`config.mk`:
```
export PLATFORM = sky130hd
export DESIGN_NAME = spi_alu_master
export DESIGN_NICKNAME = d
export VERILOG_FILES = /design/src/rtl/spi_alu_pkg.sv /design/src/rtl/spi_sclk_gen.sv /design/src/rtl/spi_alu_master.sv
export SDC_FILE = /design/constraint.sdc
export NUM_CORES = 1
export LEC_CHECK = 0
export CAP_MARGIN = 40
export CORE_AREA = 2 2 57 59
export CTS_BUF_LIST = sky130_fd_sc_hd__clkbuf_4
export CTS_CLUSTER_DIAMETER = 200
export CTS_CLUSTER_SIZE = 28
export DETAILED_ROUTE_END_ITERATION = 16
export DIE_AREA = 0 0 59 61
export PLACE_DENSITY = 0.83
export SETUP_SLACK_MARGIN = 0.3
export SYNTH_ARGS = -nofsm -noshare
export SYNTH_HDL_FRONTEND = slang
export SYNTH_HIERARCHICAL = 1
export SYNTH_SLANG_ARGS = --single-unit
export TNS_END_PERCENT = 50
```
`constraint.sdc`:
```
create_clock -name clk -period 1.8 [get_ports clk]
set_input_delay 0.54 -clock clk [delete_from_list [all_inputs] [get_ports clk]]
set_output_delay 0.54 -clock clk [all_outputs]
set_load 0.02 [all_outputs]
```
`src/rtl/spi_alu_pkg.sv`:
```
// spi_alu_pkg: shared types, frame sizes and the behavioural ALU model for the SPI ALU master.
package spi_alu_pkg;

  typedef enum logic [1:0] {
    OP_ADD = 2'd0,
    OP_SUB = 2'd1,
    OP_INV = 2'd2,
    OP_RED = 2'd3
  } opcode_u;

  localparam int unsigned TX_BITS = 8;
  localparam int unsigned RX_BITS = 4;

  typedef enum logic [1:0] {
    IDLE,
    SETUP,
    XFER,
    GAP
  } state_e;

  function automatic logic [RX_BITS-1:0] alu_model(opcode_u f_op, logic [2:0] f_a, logic [2:0] f_b);
    logic [RX_BITS-1:0] r;
    unique case (f_op)
      OP_ADD:  r = {1'b0, f_a} + {1'b0, f_b};
      OP_SUB:  r = {1'b0, f_a} - {1'b0, f_b};
      OP_INV:  r = {1'b0, ~f_a};
      OP_RED:  r = {3'b000, |f_b};
      default: r = '0;
    endcase
    return r;
  endfunction

endpackage

```
`src/rtl/spi_sclk_gen.sv`:
```
// spi_sclk_gen: divides clk by 2*CLK_DIV into sclk while enabled; sclk idles low.
// rise_o/fall_o are registered and flag that the coming clk edge toggles sclk.
module spi_sclk_gen #(
  parameter int unsigned CLK_DIV = 4
) (
  input  logic clk,
  input  logic rst,
  input  logic en_i,
  output logic sclk_o,
  output logic rise_o,
  output logic fall_o
);

  localparam int unsigned CW = (CLK_DIV > 1) ? $clog2(CLK_DIV) : 1;
  localparam logic [CW-1:0] CNT_MAX = CW'(CLK_DIV - 1);

  logic [CW-1:0] cnt_q, cnt_d;
  logic          sclk_q, sclk_d;
  logic          rise_q, fall_q;

  always_comb begin
    cnt_d  = '0;
    sclk_d = 1'b0;
    if (en_i) begin
      if (cnt_q == CNT_MAX) begin
        cnt_d  = '0;
        sclk_d = ~sclk_q;
      end else begin
        cnt_d  = cnt_q + 1'b1;
        sclk_d = sclk_q;
      end
    end
  end

  // Strobes are the decode of the next counter state, so they line up with the toggle edge.
  always_ff @(posedge clk) begin
    if (rst) begin
      cnt_q  <= '0;
      sclk_q <= 1'b0;
      rise_q <= (CNT_MAX == '0);
      fall_q <= 1'b0;
    end else begin
      cnt_q  <= cnt_d;
      sclk_q <= sclk_d;
      rise_q <= (cnt_d == CNT_MAX) && !sclk_d;
      fall_q <= (cnt_d == CNT_MAX) && sclk_d;
    end
  end

  assign sclk_o = sclk_q;
  assign rise_o = rise_q;
  assign fall_o = fall_q;

endmodule

```
`src/rtl/spi_alu_master.sv`:
```
// spi_alu_master: sends {op,a,b} LSB first to the SPI ALU slave, then reads back the 4-bit result.
// Define ALU_CHECK_EN to compare each result against a local ALU model (mismatch output).
module spi_alu_master
  import spi_alu_pkg::*;
#(
  parameter int unsigned CLK_DIV = 4
) (
  input  logic       clk,
  input  logic       rst,
  input  logic       start,
  input  logic [1:0] op,
  input  logic [2:0] a,
  input  logic [2:0] b,
  output logic       busy,
  output logic       done,
  output logic [3:0] result,
  output logic       mismatch,
  output logic       sclk,
  output logic       cs,
  output logic       mosi,
  input  logic       miso
);

  localparam int unsigned   CW         = (CLK_DIV > 1) ? $clog2(CLK_DIV) : 1;
  localparam logic [CW-1:0] GAP_MAX    = CW'(CLK_DIV - 1);
  localparam logic [3:0]    LAST_PULSE = 4'(TX_BITS + RX_BITS - 1);
  localparam logic [3:0]    FIRST_RX   = 4'(TX_BITS);
  localparam logic [3:0]    LAST_TX    = 4'(TX_BITS - 1);

  state_e             state_q, state_d;
  logic [TX_BITS-1:0] tx_q, tx_d;
  logic [RX_BITS-1:0] shift_q, shift_d;
  logic [RX_BITS-1:0] result_q, result_d;
  logic [3:0]         pulse_q, pulse_d;
  logic [CW-1:0]      gap_q, gap_d;
  logic               mosi_q, mosi_d;
  logic               cs_q, cs_d;
  logic               busy_q, busy_d;
  logic               done_q, done_d;
  logic               sclk_en, sclk_rise, sclk_fall;
  logic               accept, frame_end;

  spi_sclk_gen #(.CLK_DIV(CLK_DIV)) u_sclk_gen (
    .clk   (clk),
    .rst   (rst),
    .en_i  (sclk_en),
    .sclk_o(sclk),
    .rise_o(sclk_rise),
    .fall_o(sclk_fall)
  );

  assign accept    = (state_q == IDLE) && start;
  // A rise strobe after pulse 11 marks the end of its low phase; sclk is held low instead.
  assign frame_end = (state_q == XFER) && sclk_rise && (pulse_q == LAST_PULSE);

  always_comb begin
    state_d  = state_q;
    tx_d     = tx_q;
    shift_d  = shift_q;
    result_d = result_q;
    pulse_d  = pulse_q;
    gap_d    = gap_q;
    mosi_d   = mosi_q;
    cs_d     = cs_q;
    busy_d   = busy_q;
    done_d   = 1'b0;
    sclk_en  = 1'b0;
    unique case (state_q)
      IDLE: begin
        if (accept) begin
          tx_d    = {op, a, b};
          mosi_d  = b[0];
          cs_d    = 1'b0;
          busy_d  = 1'b1;
          state_d = SETUP;
        end
      end
      SETUP: begin
        sclk_en = 1'b1;
        if (sclk_rise) begin
          pulse_d = '0;
          state_d = XFER;
        end
      end
      XFER: begin
        sclk_en = !frame_end;
        if (frame_end) begin
          cs_d     = 1'b1;
          result_d = shift_q;
          done_d   = 1'b1;
          gap_d    = '0;
          state_d  = GAP;
        end else if (sclk_rise) begin
          pulse_d = pulse_q + 4'd1;
          if (pulse_q < LAST_TX) mosi_d = tx_q[3'(pulse_q + 4'd1)];
        end
        if (sclk_fall && pulse_q >= FIRST_RX) shift_d[pulse_q[1:0]] = miso;
      end
      GAP: begin
        if (gap_q == GAP_MAX) begin
          busy_d  = 1'b0;
          state_d = IDLE;
        end else begin
          gap_d = gap_q + 1'b1;
        end
      end
      default: state_d = IDLE;
    endcase
  end

  always_ff @(posedge clk) begin
    if (rst) begin
      state_q  <= IDLE;
      tx_q     <= '0;
      shift_q  <= '0;
      result_q <= '0;
      pulse_q  <= '0;
      gap_q    <= '0;
      mosi_q   <= 1'b0;
      cs_q     <= 1'b1;
      busy_q   <= 1'b0;
      done_q   <= 1'b0;
    end else begin
      state_q  <= state_d;
      tx_q     <= tx_d;
      shift_q  <= shift_d;
      result_q <= result_d;
      pulse_q  <= pulse_d;
      gap_q    <= gap_d;
      mosi_q   <= mosi_d;
      cs_q     <= cs_d;
      busy_q   <= busy_d;
      done_q   <= done_d;
    end
  end

`ifdef ALU_CHECK_EN
  logic mismatch_q;

  always_ff @(posedge clk) begin
    if (rst) begin
      mismatch_q <= 1'b0;
    end else if (accept) begin
      mismatch_q <= 1'b0;
    end else if (frame_end) begin
      mismatch_q <= (shift_q != alu_model(opcode_u'(tx_q[7:6]), tx_q[5:3], tx_q[2:0]));
    end
  end

  assign mismatch = mismatch_q;
`else
  assign mismatch = 1'b0;
`endif

  assign busy   = busy_q;
  assign done   = done_q;
  assign result = result_q;
  assign cs     = cs_q;
  assign mosi   = mosi_q;

endmodule

```
==> results of run 1 <==
==> worst min path at each step <==
stage | slack (ps) | startpoint | end
finish | 450 | u_sclk_gen/sclk_o | u_sclk_gen/rise_o
CTS | 460 | result[3] | result[3]
detailed placement | 450 | result[3] | result[3]
floorplan | 430 | shift_q[0] | result[0]
global route | 470 | u_sclk_gen/sclk_o | u_sclk_gen/rise_o
global placement | 440 | tx_q[0] | tx_q[0]
==> power breakdown <==
group          total, mW  internal, mW  switching, mW
Combinational      0.825         0.374          0.451
Clock              0.390         0.141          0.249
Sequential         0.886         0.819         0.0669
==> cells in the final DEF (no fill, tap or decap), types with 4 or more instances in the layout <==
| cell type | n |
|---|---|
| sky130_fd_sc_hd__buf_4 | 11 |
| sky130_fd_sc_hd__inv_1 | 8 |
| sky130_fd_sc_hd__ha_4 | 4 |
| sky130_fd_sc_hd__clkdlybuf4s15_2 | 6 |
| sky130_fd_sc_hd__a22oi_1 | 4 |
| sky130_fd_sc_hd__nor2_1 | 5 |
| sky130_fd_sc_hd__nand2b_1 | 4 |
| sky130_fd_sc_hd__clkbuf_4 | 5 |
| sky130_fd_sc_hd__ha_1 | 6 |
| sky130_fd_sc_hd__clkdlybuf4s50_1 | 10 |
| sky130_fd_sc_hd__nand3_1 | 16 |
| sky130_fd_sc_hd__nand2_1 | 31 |
| sky130_fd_sc_hd__o21ai_0 | 4 |
| sky130_fd_sc_hd__a21oi_1 | 26 |
| sky130_fd_sc_hd__dfxtp_1 | 28 |
==> layer usage <==
layer,track usage,share of wire
met5,0,0
met4,0.0942,0.020
met3,0.0725,0.067
met2,0.311,0.47
met1,0.240,0.44
==> metrics by stage <==
step                      instances  instance area [um2]   util  setup TNS (ps)
final                           256                 2040  0.691               0
after global routing            256                 2040  0.691               0
after global placement          246                 1900  0.642               0
after CTS                       254                 1960  0.663               0
after detailed placement        246                 1900  0.642           -29.1
after floorplan                 193                 1640      -               0
==> final cells by class <==
cell class / instances / area (um2) / share of cell area
clock buffers: 5 / 37.5 / 0.0184
clock inverters: 3 / 12.5 / 0.00613
inverters: 10 / 37.5 / 0.0184
multi-input cells: 141 / 961 / 0.471
flip-flops and latches: 33 / 672 / 0.329
well taps: 33 / 41.3 / 0.0202
repair buffers: 31 / 278 / 0.136
==> sequential cells by signal, summed over array words and instances, names as in the netlist <==
| name | flops |
|---|---|
| pulse_q | 4 |
| mosi | 1 |
| u_sclk_gen/rise_o | 1 |
| busy | 1 |
| u_sclk_gen/cnt_q | 2 |
| tx_q | 8 |
| cs | 1 |
| result | 4 |
| done | 1 |
| u_sclk_gen/fall_o | 1 |
| shift_q | 4 |
| state_q | 2 |
| gap_q | 2 |
| u_sclk_gen/sclk_o | 1 |
==> logic make-up after synthesis <==
kind of cell / count (synthesis)
XOR/XNOR: 2
AND/OR/NAND/NOR: 76
other: 1
flip-flops: 33
multiplexers: 5
adder cells (fa/ha/maj): 10
buffers and inverters: 19
AO/OA/AOI/OAI: 47
==> timing repair <==
| action | 4_1_cts | 5_1_grt |
|---|---|---|
| gates resized for setup | 34 | 22 |
| setup buffers | 0 | 2 |
| pin swaps | 0 | 5 |
| endpoints found under the setup margin | 30 | 28 |
==> impl_summary.md, run 1 <==
Setup path
Data on the critical path is required at its endpoint by approximately 1300 ps. The number of cells on the worst reg-to-reg path is 6. Among cell families on the critical path, the largest total delay comes from flip-flops. The critical path endpoint category is an output port. Walking the worst path, the cells encountered are clkdlybuf4s15_2. The endpoint of the most critical register-to-register path is u_sclk_gen/rise_o.

The count of cell instances traversed by the critical path is 1. In this run the worst path has a maximum fanout of 2. In this run the register-to-register setup slack is ~360 ps.

The worst setup path is of the reg -> out kind. The delay of the slowest cell on the worst path is around 340 ps. For this design, the slowest cell found on the critical path is sky130_fd_sc_hd__dfxtp_1.

At the worst endpoint, the arrival time is 950 ps. The launch point of the worst reg-to-reg path is pulse_q[1]. The startpoint type of the worst setup path is a flip-flop. The buffer and inverter count on the worst path is 1. The first element of the critical path is mosi. Following the worst setup path forward leads to its endpoint at mosi.

STA
The count of final max-slew check failures is 0. The hold violation total from the final report is 0. Setup repair after global routing could not meet its margin everywhere. Static timing analysis puts the maximum clock frequency at ~670 MHz. Setup slack closes at 311 ps. The smallest clock period supported by the final layout is computed as between 1000 and 1500 ps. Setup violations remaining at the end of the flow were counted as 0.

The post-route clock skew is approximately 4.7 ps. Dividing the final minimum period by the clock period gives 0.827. Final hold analysis gives a worst-case slack of between 400 and 500 ps.

CTS
Clock-pin slew was measured on the worst setup and hold paths at 100 ps. In this run the number of H-tree levels came out at 2. TritonCTS built the clock tree. Buffers inserted during clock tree synthesis total 5.

The clock tree root buffer cell is sky130_fd_sc_hd__clkbuf_4. Counting along the longest clock path gives a buffer depth of 2. For the worst-skew pair, the clock arrives at the later sink with an insertion delay of between 300 and 400 ps. Clock tree synthesis found a total of 33 sinks. The number of hold buffers added after CTS was 0.

Yosys
Yosys instantiated no cell more often than sky130_fd_sc_hd__dfxtp_1. Sorting the synthesized cells by area gives the leading types as sky130_fd_sc_hd__dfxtp_1 41%, sky130_fd_sc_hd__a21oi_1 8.0%, sky130_fd_sc_hd__ha_1 7.7%. The post-synthesis mux area share is 0.0395. Of the total synthesized cell area, the portion taken by AND, OR, NAND and NOR gates is 0.237. The synthesized net count is ~220. The synthesized netlist contains 42 unique library cells. Counting flops with an async set or reset pin after synthesis yields a share of 0.

Of the synthesized area, sequential elements account for 0.409. The xor and xnor area share after synthesis is 0.0108. The mean area per synthesized cell is 8.38 um2.

The adder and majority gate portion of the synthesized area is 0.0774. Yosys mapped a number of flops with a built-in enable equal to 0. The commonest cells after synthesis are 33 x sky130_fd_sc_hd__dfxtp_1, 32 x sky130_fd_sc_hd__nand2_1, 26 x sky130_fd_sc_hd__a21oi_1.

The post-synthesis instance area is about 1600 um2. The gate count after technology mapping is roughly 190. The largest family of logic cells by synthesized area is simple AND/OR/NAND/NOR gates. The share of synthesized area in the top cell type comes to 0.409. The Yosys step of the flow raised 6 warnings.

sky130_fd_sc_hd__dfxtp_1 takes more of the synthesized area than any other cell. In the synthesized netlist the dominant register cell turns out to be sky130_fd_sc_hd__dfxtp_1. The compound-cell area share of the yosys netlist came to 0.172. The number of synthesized register bits is 33.

Power and ir drop
The design draws approximately 2.1 mW. Across the VDD grid, the largest voltage drop is roughly 0.92 mV. In this run the static leakage power is 0.753 nW. Power spread over the standard cell area amounts to 1030 nW/um2.

Floorplan
The initial cell density of the core is 0.547. The width of the die is between 50 and 60 um. The die covers ~3600 um2. The area inside the core boundary is roughly 3000 um2. The number of rows created at floorplan is 20. From bottom edge to top edge, the die measures just over 60 um. In this run the count of I/O pins placed on the die edge is 22.

Hold path
The path category of the worst min-delay check is reg -> reg. Counting instances, the worst hold path has a depth of 1.

Placed design
The final HPWL from detailed placement is between 2 and 2.5 mm. The placer congestion estimate is 0.835. Before CTS, the worst setup slack after placement is -29.1 ps.

Port buffering added 20 buffers.

Drt
The average wire length per cell after detail routing is 13.0 um. The vias after detailed routing is 1,445. The number of antenna-violating nets in the routed design is 0. The post-detailed-route DRC marker count is 0. The via density per instance is 5.64. The first-pass iteration count of the detailed router is 4. The final wirelength is between 3 and 4 mm. The initial DRC count is between 50 and 60.

Job
The number of violations of the max-capacitance limit is 0.

Cells and area
In the final layout, the share of cells above drive strength 1 is 0.242. Relative to the synthesized area, the layout overhead comes to 26.2%. 0 antenna diodes ended up in the layout.

In the final design database the tool counted 244 nets. Counting the fill cells in the layout gives approximately 250.

Global route
Entering global routing, the biggest net connects 16 pins. The first-pass GRT wire length is 5.18 mm. The initial antenna violation count is 0. After global routing the overflow that remains totals 0. For this run, the total global-route usage over all layers was measured as 0.198. The via count of the first global-routing pass came to 1,214.

Run status
The flow ran to the end, and the final reports show no timing, DRC or antenna violations.
Power figures use the tool's default switching activity.
==> run 2, diff against run 1 <==
Clock period 1.8 ns to 1.4 ns, I/O delays scaled along.
==> impl_summary.md, run 2 (synthesis results as in run 1) <==
Run status
The flow ran to the end, but the final reports show violations. The checks that failed: setup timing.

Power and ir drop
The clock share of power is 0.150 (-0.036). The combinational group share of total power was 0.509 (+0.116). The power density over the cells was 1370 nW/um2 (+33%).

The share of total power consumed by net switching came to 0.381 (+0.0154). The internal power is 2.09 mW (+57%). The switching power total is 1.29 mW (+68%). The static leakage came to 0.956 nW (+27%). The worst vdd rail ir drop is 1.32 mV (+44%).

The sequential share of power was 0.341 (-0.081).

Global route
The remaining global-route overflow is 0 (unchanged). The first-pass GRT wire length came to 7.00 mm (+35%). The global routing usage summed across all routing layers came to 0.262 (+0.0649).

The largest net degree at the start of global routing came to 31 (+15). The via count of the first global-routing pass is 1,588 (+31%). The initial antenna violation count was 0 (unchanged).

Floorplan
The die footprint is 3600 um2 (unchanged). The vertical die dimension came to 61 um (unchanged). The number of placed I/O pins is 22 (unchanged). The area inside the core boundary came to 2950 um2 (unchanged). The width of the die is 59 um (unchanged).

The number of rows created at floorplan is 20 (unchanged). The initial cell density of the core is 0.547 (unchanged).

Setup path
By startpoint and endpoint, the worst setup path is classified as reg -> reg. The worst setup path is captured at a flip-flop. The family of cells with the greatest summed delay on the critical path is flip-flops. The data arrival time at the worst-slack endpoint is 1640 ps (+690 ps). The largest fanout on the critical path is 4 (+2). The required time of the critical path is 1610 ps (+350 ps). The delay of the slowest cell on the worst path came to 390 ps (+50 ps).

The buffer and inverter count on the worst path is 1 (unchanged). The critical path goes through inv_2 > ha_4 > mux4_2 > o22ai_2 > a221oi_2. The worst setup path is launched from a flip-flop. The largest individual stage delay along the critical path comes from the cell sky130_fd_sc_hd__dfxtp_4.

Cells and area
The area added between synthesis and finish is 52.4%. The area of all placed cells without fillers was 2460 um2 (+21%). The library cells used most frequently in the layout, excluding fill and tap cells, are 24 x sky130_fd_sc_hd__buf_4, 22 x sky130_fd_sc_hd__nand2_1, 18 x sky130_fd_sc_hd__dfxtp_1.

The number of flip-flops in the largest register is 8 (unchanged). The layout net count is 267 (+9.4%). The register with the most flip-flops in the final layout is tx_q. Leaving out fill and tap cells, the most frequent cell in the layout is sky130_fd_sc_hd__buf_4. The proportion of layout cells with a drive suffix above 1 is 0.478 (+0.235). The number of inserted diodes is 0 (unchanged).

The fraction of the core area covered by cells at the end of the flow came to 0.834 (+0.144).

Placed design
The final HPWL from detailed placement is 2.85 mm (+19%). The placer congestion estimate came to 0.854 (+2.2%). The number of buffers inserted by port buffering is 20 (unchanged).

The pre-CTS setup slack is -337 ps (-308 ps). The instance area after placement was 2040 um2 (+7.6%).

STA
The count of final max-slew check failures is 0 (unchanged). The minimum period implied by the final worst setup slack is around 1400 ps. The post-route clock skew came to 5.22 ps (+0.532 ps). The count of final setup violators is 4 (+4). The final setup slack of the worst path is -22.2 ps (-333 ps).

The hold violation total from the final report is 0 (unchanged). The hold slack is 460 ps (+11.6 ps). Setup repair after global routing could not meet its margin everywhere. For this run, the top clock speed supported by timing is between 700 and 800 MHz. Of the available clock period, the critical path in the final layout requires 1.02.

CTS
The clock transition at the registers of the reported paths was 100 ps (about the same). The total CTS buffers is 5 (unchanged). The number of sinks handled by clock tree synthesis is 33 (unchanged). The source-to-sink clock delay at the later pin of the worst-skew pair is 330 ps (about the same). The deepest level of the CTS H-tree is 2 (unchanged). The maximum buffer depth of the clock tree is 2 (unchanged). The root buffer cell chosen for the clock tree is sky130_fd_sc_hd__clkbuf_4. TritonCTS built the clock tree.

Drt
The first-pass iteration count of the detailed router is 4 (unchanged). The vias after detailed routing is 1,683 (+16%). The via density per instance is 6.05 (+7.3%).

The initial DRC count is 102 (+92%). The average wire length per cell after detail routing is 18.0 um (+39%). The number of antenna-violating nets in the routed design is 0 (unchanged). The final wirelength came to 5.02 mm (+51%). The post-detailed-route DRC marker count is 0 (unchanged).

Job
The number of violations of the max-capacitance limit is 0 (unchanged).

Hold path
The min-delay analysis places its worst path in the category reg -> reg.
run 2: layout make-up:
type / count / area, um2
tap: 33 / 41.3
sequential: 33 / 684
multi-input combinational: 142 / 1140
clock inverter: 1 / 3.75
timing repair buffer: 53 / 510
clock buffer: 6 / 45.0
inverter: 10 / 37.5
fill: 161 / 489
run 2: power by group through the flow:
stage	Sequential [mW]	Clock [mW]	Combinational, mW
floorplan	1.17	0	0.604
global placement	1.13	0	1.06
detailed placement	1.14	0	1.14
CTS	1.14	0.515	1.48
global route	1.16	0.553	1.80
finish	1.15	0.507	1.72
run 2: tightest hold or removal path, cell delays in order, from the launching register on:
cell and delay (ps):
sky130_fd_sc_hd__dfxtp_1 320, sky130_fd_sc_hd__nand2_1 50, sky130_fd_sc_hd__a21oi_1 50
run 2: what timing repair did:
item,CTS,global route
buffers inserted,5,2
hold buffers,0,0
cloned,1,0
gates resized for setup,102,36
pin swaps,17,22
hold endpoints to repair,0,0
setup endpoints to repair,42,42
run 2: layer usage:
layer	vias to the layer above	global-route usage	routed length [um]
met2	94	0.460	2620
met5	-	0	0
met4	0	0.117	210
li1	775	-	-
met3	25	0.0810	308
met1	789	0.293	1870
run 2: per-stage QoR:
step / setup TNS [ps] / total power [mW] / std cells
2_1_floorplan: -3.69 / 1.77 / 193
3_3_place_gp: -2330 / 2.20 / 263
3_5_place_dp: -3430 / 2.28 / 263
4_1_cts: 0 / 3.14 / 276
5_1_grt: -619 / 3.52 / 278
6_report: -43.3 / 3.38 / 278
run 2: path summary, 6_finish.rpt:
kind,from,slack [ps],endpoint,depth (start not counted)
hold / removal,tx_q[7],460,tx_q[7],2
setup reg to reg,pulse_q[0],-20,mosi,5
setup / recovery,pulse_q[0],-20,mosi,5
hold reg to reg,tx_q[7],460,tx_q[7],2
==> run 3, diff against run 2 <==
Settings changed: ABC_CLOCK_PERIOD_IN_PS set to 1400.
==> results of run 3 <==
Final layout, timing and power as in run 2 (identical DEF).
